$ cat config.mk
export PLATFORM = sky130hd
export DESIGN_NAME = rail_sequencer
export DESIGN_NICKNAME = d
export VERILOG_FILES = /design/src/rtl/rail_sequencer.sv
export SDC_FILE = /design/constraint.sdc
export NUM_CORES = 1
export LEC_CHECK = 0
export ABC_AREA = 1
export BUFFER_PORTS_ARGS = -buffer_cell sky130_fd_sc_hd__buf_4
export CAP_MARGIN = 20
export CORE_UTILIZATION = 62
export CTS_BUF_LIST = sky130_fd_sc_hd__clkbuf_2 sky130_fd_sc_hd__clkbuf_4 sky130_fd_sc_hd__clkbuf_8
export DETAILED_ROUTE_END_ITERATION = 10
export HOLD_SLACK_MARGIN = 0.08
export PLACE_DENSITY = 0.82
export SLEW_MARGIN = 20
export SYNTH_ARGS = -nofsm -noshare
export SYNTH_HDL_FRONTEND = slang
export SYNTH_SLANG_ARGS = --single-unit
$ cat constraint.sdc
create_clock -name sysclk -period 2.75 [get_ports sysclk]
set_input_delay 0.55 -clock sysclk [delete_from_list [all_inputs] [get_ports sysclk]]
set_output_delay 0.55 -clock sysclk [all_outputs]
set_load 0.03 [all_outputs]
$ cat src/rtl/rail_sequencer.sv
// rail_sequencer: brings a stack of power rails up in order (enable, wait for
// power-good, settle, next rail) and takes them down in reverse order with a
// fixed dwell between rails. Any loss of power-good on an already-enabled rail
// or a power-good timeout drops every rail at once and latches a fault.
module rail_sequencer #(
    parameter int NUM_RAILS        = 4,
    parameter int TIMEOUT_CYCLES   = 16384,
    parameter int SETTLE_CYCLES    = 256,
    parameter int OFF_DELAY_CYCLES = 1024
) (
    input  logic                 sysclk,
    input  logic                 reset_INV,
    input  logic                 enable,
    input  logic                 fault_clear,
    input  logic [NUM_RAILS-1:0] pg,
    output logic [NUM_RAILS-1:0] rail_en,
    output logic                 all_good,
    output logic                 fault,
    output logic [2:0]           fault_rail,
    output logic [2:0]           state
);

    localparam int MAX_A   = (TIMEOUT_CYCLES > SETTLE_CYCLES) ? TIMEOUT_CYCLES : SETTLE_CYCLES;
    localparam int MAX_CYC = (MAX_A > OFF_DELAY_CYCLES) ? MAX_A : OFF_DELAY_CYCLES;
    localparam int CNT_W   = ($clog2(MAX_CYC) < 1) ? 1 : $clog2(MAX_CYC);

    localparam logic [CNT_W-1:0] TIMEOUT_LAST = CNT_W'(TIMEOUT_CYCLES - 1);
    localparam logic [CNT_W-1:0] SETTLE_LAST  = CNT_W'(SETTLE_CYCLES - 1);
    localparam logic [CNT_W-1:0] OFF_LAST     = CNT_W'(OFF_DELAY_CYCLES - 1);
    localparam logic [2:0]       LAST_IDX     = 3'(NUM_RAILS - 1);

    typedef enum logic [2:0] {
        ST_OFF       = 3'd0,
        ST_RAMP_UP   = 3'd1,
        ST_SETTLE    = 3'd2,
        ST_ON        = 3'd3,
        ST_RAMP_DOWN = 3'd4,
        ST_FAULT     = 3'd5
    } state_t;

    state_t               cur_state;
    state_t               nxt_state;
    logic [2:0]           idx;
    logic [2:0]           nxt_idx;
    logic [CNT_W-1:0]     cnt;
    logic [CNT_W-1:0]     nxt_cnt;
    logic [2:0]           nxt_fault_rail;
    logic [NUM_RAILS-1:0] nxt_rail_en;

    logic [NUM_RAILS-1:0] pg_meta;
    logic [NUM_RAILS-1:0] pg_sync;
    logic                 en_meta;
    logic                 en_sync;

    logic                 pg_cur;
    logic                 below_bad;
    logic [2:0]           below_bad_idx;
    logic                 upto_bad;
    logic [2:0]           upto_bad_idx;

    assign state = cur_state;

    // Two-flop synchronisers for the asynchronous power-good and enable inputs
    always_ff @(posedge sysclk or negedge reset_INV) begin
        if (!reset_INV) begin
            pg_meta <= '0;
            pg_sync <= '0;
            en_meta <= 1'b0;
            en_sync <= 1'b0;
        end else begin
            pg_meta <= pg;
            pg_sync <= pg_meta;
            en_meta <= enable;
            en_sync <= en_meta;
        end
    end

    // Find the active rail's power-good and the lowest enabled rail that lost it
    always_comb begin
        pg_cur        = 1'b0;
        below_bad     = 1'b0;
        below_bad_idx = 3'd0;
        upto_bad      = 1'b0;
        upto_bad_idx  = 3'd0;
        for (int j = NUM_RAILS - 1; j >= 0; j--) begin
            if (j == int'(idx)) begin
                pg_cur = pg_sync[j];
            end
            if (!pg_sync[j] && (j < int'(idx))) begin
                below_bad     = 1'b1;
                below_bad_idx = 3'(j);
            end
            if (!pg_sync[j] && (j <= int'(idx))) begin
                upto_bad      = 1'b1;
                upto_bad_idx  = 3'(j);
            end
        end
    end

    // Next-state logic: faults first, then power-down requests, then progress
    always_comb begin
        nxt_state      = cur_state;
        nxt_idx        = idx;
        nxt_cnt        = cnt;
        nxt_fault_rail = fault_rail;
        case (cur_state)
            ST_OFF: begin
                nxt_idx = 3'd0;
                nxt_cnt = '0;
                if (en_sync) begin
                    nxt_state = ST_RAMP_UP;
                end
            end
            ST_RAMP_UP: begin
                if (below_bad) begin
                    nxt_state      = ST_FAULT;
                    nxt_fault_rail = below_bad_idx;
                end else if (!pg_cur && (cnt == TIMEOUT_LAST)) begin
                    nxt_state      = ST_FAULT;
                    nxt_fault_rail = idx;
                end else if (!en_sync) begin
                    nxt_state = ST_RAMP_DOWN;
                end else if (pg_cur) begin
                    nxt_state = ST_SETTLE;
                end else begin
                    nxt_cnt = cnt + CNT_W'(1);
                end
            end
            ST_SETTLE: begin
                if (upto_bad) begin
                    nxt_state      = ST_FAULT;
                    nxt_fault_rail = upto_bad_idx;
                end else if (!en_sync) begin
                    nxt_state = ST_RAMP_DOWN;
                end else if (cnt == SETTLE_LAST) begin
                    if (idx == LAST_IDX) begin
                        nxt_state = ST_ON;
                    end else begin
                        nxt_idx   = idx + 3'd1;
                        nxt_state = ST_RAMP_UP;
                    end
                end else begin
                    nxt_cnt = cnt + CNT_W'(1);
                end
            end
            ST_ON: begin
                if (upto_bad) begin
                    nxt_state      = ST_FAULT;
                    nxt_fault_rail = upto_bad_idx;
                end else if (!en_sync) begin
                    nxt_state = ST_RAMP_DOWN;
                end
            end
            ST_RAMP_DOWN: begin
                if (cnt == OFF_LAST) begin
                    nxt_cnt = '0;
                    if (idx == 3'd0) begin
                        nxt_state = ST_OFF;
                    end else begin
                        nxt_idx = idx - 3'd1;
                    end
                end else begin
                    nxt_cnt = cnt + CNT_W'(1);
                end
            end
            ST_FAULT: begin
                nxt_cnt = '0;
                if (fault_clear && !en_sync) begin
                    nxt_state = ST_OFF;
                end
            end
            default: begin
                nxt_state = ST_OFF;
                nxt_idx   = 3'd0;
            end
        endcase
        if (nxt_state != cur_state) begin
            nxt_cnt = '0;
        end
    end

    // Rail enable mask for the coming state: rails 0..idx while powering up or
    // on, only the rails below idx while powering down, none otherwise
    always_comb begin
        nxt_rail_en = '0;
        for (int j = 0; j < NUM_RAILS; j++) begin
            case (nxt_state)
                ST_RAMP_UP, ST_SETTLE, ST_ON: nxt_rail_en[j] = (j <= int'(nxt_idx));
                ST_RAMP_DOWN:                 nxt_rail_en[j] = (j < int'(nxt_idx));
                default:                      nxt_rail_en[j] = 1'b0;
            endcase
        end
    end

    // State, index, counter and all outputs registered together
    always_ff @(posedge sysclk or negedge reset_INV) begin
        if (!reset_INV) begin
            cur_state  <= ST_OFF;
            idx        <= 3'd0;
            cnt        <= '0;
            rail_en    <= '0;
            all_good   <= 1'b0;
            fault      <= 1'b0;
            fault_rail <= 3'd0;
        end else begin
            cur_state  <= nxt_state;
            idx        <= nxt_idx;
            cnt        <= nxt_cnt;
            rail_en    <= nxt_rail_en;
            all_good   <= (nxt_state == ST_ON);
            fault      <= (nxt_state == ST_FAULT);
            fault_rail <= nxt_fault_rail;
        end
    end

endmodule

# Word level (Yosys, flattened, before mapping)
# Index checks and enable logic that the tools add are counted.
[totals] ramBits=0 output_inout_bits=12 in_bits=8 elab_cells=141 mem_bits_ro=0 n_memories=0 regBits=39 latch_bits=0
[classes] addsub=3 n_shift=0 n_div=0 n_mux=60 eq_ne=27 n_mul=0 magnitude_cmp=14 reduce_logical=26 bitwise_logic=0
[ops] cell="$mux 14" n=9
[ops] cell="$mux 3" n=28
[ops] cell="$pmux 14 s4" n=1
[ops] cell="$ne 3x3->1 const B" n=8
[ops] cell="$pmux 3 s6" n=1
[ops] cell="$eq 3x2->1 const B" n=5
[ops] cell="$add 14x1->14 const B" n=1
[ops] cell="$eq 14x10->1 const B" n=1
[ops] cell="$eq 14x14->1 const B" n=1
[ops] cell="$eq 14x8->1 const B" n=1
[ops] cell="$eq 3x3->1 const B" n=4
[ops] cell="$le 2x3->1 const A" n=4
[ops] cell="$lt 1x3->1 const A" n=4
[ops] cell="$lt 2x3->1 const A" n=4
[ops] cell="$mux 1" n=12
[ops] cell="$logic_and 1x1->1" n=9
[ops] cell="$logic_not 3->1" n=3
[ops] cell="$pmux 3 s3" n=1
[ops] cell="$pmux 1 s2" n=4
[ops] cell="$reduce_and 8->1" n=1
[ops] cell="$eq 3x1->1 const B" n=2
[ops] cell="$eq 3x3->1 const A" n=2
[ops] cell="$le 1x3->1 const A" n=2
[ops] cell="$logic_not 1->1" n=6
[ops] cell="12 further kinds" n=16

# Logic depth before layout (Yosys ltp)
[logic_depth] ltp_word=13 depth_mapped=16 mapped_depth_nobuf=16

# Worst setup path after synthesis
# No wires, ideal clock.
[synth_timing] kind="register to register" from="reg idx[0]" to="reg cnt[10]" period_less_slack_ns=1.908 setup_time_ns=0.092 t_arrival_ns=1.816 stages_incl_launch_ff=11 path_slack_ns=0.842 required_ns=2.658 n_path_buf=1 path_cell_list="dfrtp_1 > inv_1 > ha_1 > a21oi_1 > nand3_2 > nor2_8 > nor2_2 > nor3_2 > nand2_1 > buf_6 > o31ai_2"
[synth_via] elab_chain_cells=13 word_cells_on_any_way=57 classes_between="7 x order compare; 12 x eq/ne; 25 x mux; 13 x reduce/logical"
[synth_rtl] item="start, declared" line_no="43" source="logic [2:0] idx;"
[synth_rtl] item="start signal, assigned" line_no="207" source="idx <= nxt_idx;"
[synth_rtl] item="$eq 3x3->1" line_no="86" source="if (j == int'(idx)) begin"
[synth_rtl] item="$mux 1 (4 in a row)" line_no="86"
[synth_rtl] item="$mux 3 or $logic_not 1->1 (tied branches)" line_no="123, 118"
[synth_rtl] item="$mux 3 or $logic_and 1x1->1 (tied branches)" line_no="121, 118"
[synth_rtl] item="$mux 3" line_no="118" source="end else if (!pg_cur && (cnt == TIMEOUT_LAST)) begin"
[synth_rtl] item="$mux 3" line_no="115" source="if (below_bad) begin"
[synth_rtl] item="$pmux 3 s6" line_no="106" source="case (cur_state)"
[synth_rtl] item="$ne 3x3->1" line_no="177" source="if (nxt_state != cur_state) begin"
[synth_rtl] item="$ne 3x3->1 (no line) or $reduce_bool 5->1 (tied branches)"
[synth_rtl] item="$reduce_and 8->1 (no line)"
[synth_rtl] item="end signal, assigned" line_no="208" source="cnt <= nxt_cnt;"
[synth_rtl] item="end, declared" line_no="45" source="logic [CNT_W-1:0] cnt;"
# Parallel ways exist; a longest one is shown, timed or not.
# A chain may end at the register's enable or synchronous reset.

# Final worst setup path
[layout_timing] from="reg idx[2]" to="reg cnt[12]"
# The elaborated chain is that of the path after synthesis.

==> impl_metrics.py <==
metrics = {
    "synth": {
        "synth.net_count": 347,
        "syn_area_per_cell_sq_um": 7.552,
        "synth-edff-count": 0,
        "ys_seq_elements": 39,
        "synth_top_area_share_pct": 38.92,
        "ys_top_cells_by_area": "dfrtp_1 (39%), nand2_1 (14%), inv_1 (6.3%)",
        "synthArstFlopShare_pct": 100.0,
        "netlist_area_sq_um": 2507,
        "yosysSeqAreaShare_pct": 38.92,
        "synth_ff_type": "dfrtp_1",
        "yosysWarnings": 0,
        "ys_types": 36,
        "synthCells": 332,
        "yosysTopAreaCell": "dfrtp_1",
    },
    "setup_path": {
        "worstSetupEndpointType": "flop",
        "worstPathArrival_ns": 2.64,
        "crit_buf_inv": 2,
        "crit_chain": "clkinv_4 -> ha_1 -> nand2_1 -> nand2_1 -> nand3_1 -> nand2_1 -> nand2_1 -> nand2_1 -> nand3_1 -> nand2_1 -> nand2_1 -> inv_1 -> o211ai_1 -> o21ai_0",
        "worst-endpoint-required_ns": 2.93,
        "max_stage_delay_ns": 0.59,
        "worst_path_most_repeated_cell": "nand2_1",
        "criticalPathCategory": "reg -> reg",
        "worst_path_dominant_cell_family": "simple AND/OR/NAND/NOR gates",
        "cp_max_fo": 12,
        "crit_slowest_cell": "dfrtp_1",
        "crit_path_start_kind": "flop",
    },
    "cts": {
        "clk_path_buf_depth": 2,
        "cts_buffers": 5,
        "root_buffer": "clkbuf_8",
        "cts_hold_buffers": 0,
        "clk_pin_slew_worst_paths_ns": 0.08,
        "cts_resized": 0,
        "numClockSinks": 39,
        "insertion_delay_ns": 0.30,
        "cts_tree": "yes",
        "htree_levels": 2,
        "cts_setup_buffers": 0,
    },
    "sta": {
        "finalSetupViolCount": 0,
        "rsz0062_at_grt": "no",
        "fin_crit_ns": 2.461,
        "fin_crit_sh_pct": 89.48,
        "hold_viol_final": 0,
        "tns_ns": 0,
        "final_max_slew_viol_count": 0,
        "slew_headroom_pct": 62.11,
        "clock_skew_ns": 0.005442,
        "worstMarginPinSlew_ns": 0.5639,
        "timing.fmax_ghz": 0.4064,
    },
    "finish": {
        "final_common_cell": "nand2_1",
        "synthToLayoutAreaGrowth_pct": 11.53,
        "final_cell_mix": "nand2_1 (91), inv_1 (42), dfrtp_1 (39)",
        "final_cell_count_no_fill": 403,
        "drive_above_1_share_pct": 18.59,
        "final_nets": 369,
        "diodes": 0,
    },
    "global_routing": {
        "grt_pass1_vias": 2109,
        "grt_max_degree": 40,
        "grt_pass1_wl_um": 9177,
        "grt.overflow.total": 0,
        "grt.total_usage_pct": 28.04,
        "antenna_found_initial": 0,
    },
    "route": {
        "firstDrtPassIters": 4,
        "ant_nets": 0,
        "wl_per_cell_um": 13.01,
        "drcViolationCount": 0,
        "num_vias": 2205,
        "detail_route.wirelength_um": 5243,
        "vias_per_cell": 5.471,
        "drtIter0Drc": 183,
    },
    "place": {
        "dp.cells": 395,
        "place_hpwl_um": 3832,
        "numPortBuffers": 19,
        "gp_congestion": 0.9449,
    },
    "run_status": {
        "status": "finished, final reports clean",
    },
    "power": {
        "power.internal_w": 0.001130,
        "ir_worst_vdd_mv": 0.6496,
        "leakagePower_nw": 1.442,
        "p_sw_share_pct": 39.46,
        "p_comb_share_pct": 35.7,
        "power.total_w": 0.001866,
        "p_per_area_nw_per_um2": 667.5,
        "p_clk_share_pct": 26.7,
        "p_seq_share_pct": 37.5,
        "switching_power_w": 0.0007365,
    },
    "run": {
        "maxCapViolCount": 0,
    },
    "die": {
        "die_area_sq_um": 4303,
        "die_h_um": 65.60,
        "core_sq_um": 3771,
        "die_w_um": 65.60,
        "io_pins": 20,
        "fp-row-count": 22,
        "initial_core_util_pct": 66.49,
    },
    "min_path": {
        "hold_class": "in -> async",
    },
}
-- layout make-up --
type,instances,area [sq um]
fillers,296,974.7
flip-flops and latches,39,975.9
well taps,48,60.06
multi-input cells,241,1313
clock buffers,6,82.58
clock inverters,2,35.03
repair buffers,19,142.6
inverters,48,187.7
-- sequential cells by signal, summed over array words and instances, names as in the netlist --
name and cells:
en_sync 1, idx 3, fault 1, all_good 1, en_meta 1, rail_en 4
pg_sync 4, cnt 14, state 3, fault_rail 3, pg_meta 4
-- routing by layer --
| layer | track usage, % | wire length [um] | vias up |
|---|---|---|---|
| met5 | 0 | 0 | - |
| met4 | 10.60 | 57 | 0 |
| met3 | 5.729 | 281 | 7 |
| met2 | 46.26 | 2443 | 55 |
| met1 | 35.96 | 2461 | 1026 |
| li1 | - | - | 1117 |
-- final timing paths --
check                                           from                   end  slack, ns  cells after the start
worst max-delay path                idx[2]$_DFF_PN0_   cnt[12]$_DFFE_PN0P_       0.29                     14
worst min-delay path                       reset_INV    cnt[0]$_DFFE_PN0P_       0.20                      1
worst max register to register      idx[2]$_DFF_PN0_   cnt[12]$_DFFE_PN0P_       0.29                     14
worst min register to register  pg_meta[1]$_DFF_PN0_  pg_sync[1]$_DFF_PN0_       0.35                      0
max in group asynchronous                  reset_INV  rail_en[3]$_DFF_PN0_       2.22                      1
min in group sysclk                           enable     en_meta$_DFF_PN0_       0.35                      1
-- through the flow --
| stage | util (%) | setup WS (ns) | hold slack [ns] | instance area [sq um] |
|---|---|---|---|---|
| after detailed placement | 71.04 | 0.3304 | 0.3347 | 2679 |
| after CTS | 74.15 | 0.3042 | 0.2224 | 2796 |
| after floorplan | - | 0.8423 | 0.2544 | 2507 |
| after global routing | 74.15 | 0.1068 | 0.2475 | 2796 |
| final | 74.15 | 0.2893 | 0.2013 | 2796 |
| after global placement | 71.04 | 0.4653 | 0.3318 | 2679 |
-- kinds of logic (layout without fill, tap and decap cells) --
group | after synthesis | in the layout | share of synthesized area, %
buf+inv | 52 | 75 | 8.732
flops | 39 | 39 | 38.92
fa+ha+maj | 7 | 7 | 3.493
compound gates | 45 | 45 | 12.18
xor+xnor | 5 | 5 | 1.747
simple gates | 184 | 184 | 34.93
-- power by group through the flow --
stage / registers [W] / logic [W] / clock network [W]
global placement: 0.000711 / 0.000654 / 0
finish: 0.000701 / 0.000667 / 0.000499
global route: 0.000712 / 0.000736 / 0.000529
CTS: 0.000701 / 0.000668 / 0.000505
detailed placement: 0.000711 / 0.000665 / 0
floorplan: 0.000784 / 0.000421 / 0
-- Yosys cell counts, drive strengths merged (4+ instances only) --
cell    number
nand2       99
inv         46
nor2        41
dfrtp       39
nand3       28
o21ai       16
a21oi       14
nand4        9
ha           7
o31ai        7
nor3         4
o211ai       4
No activity file was read; power rests on OpenSTA's default activity.
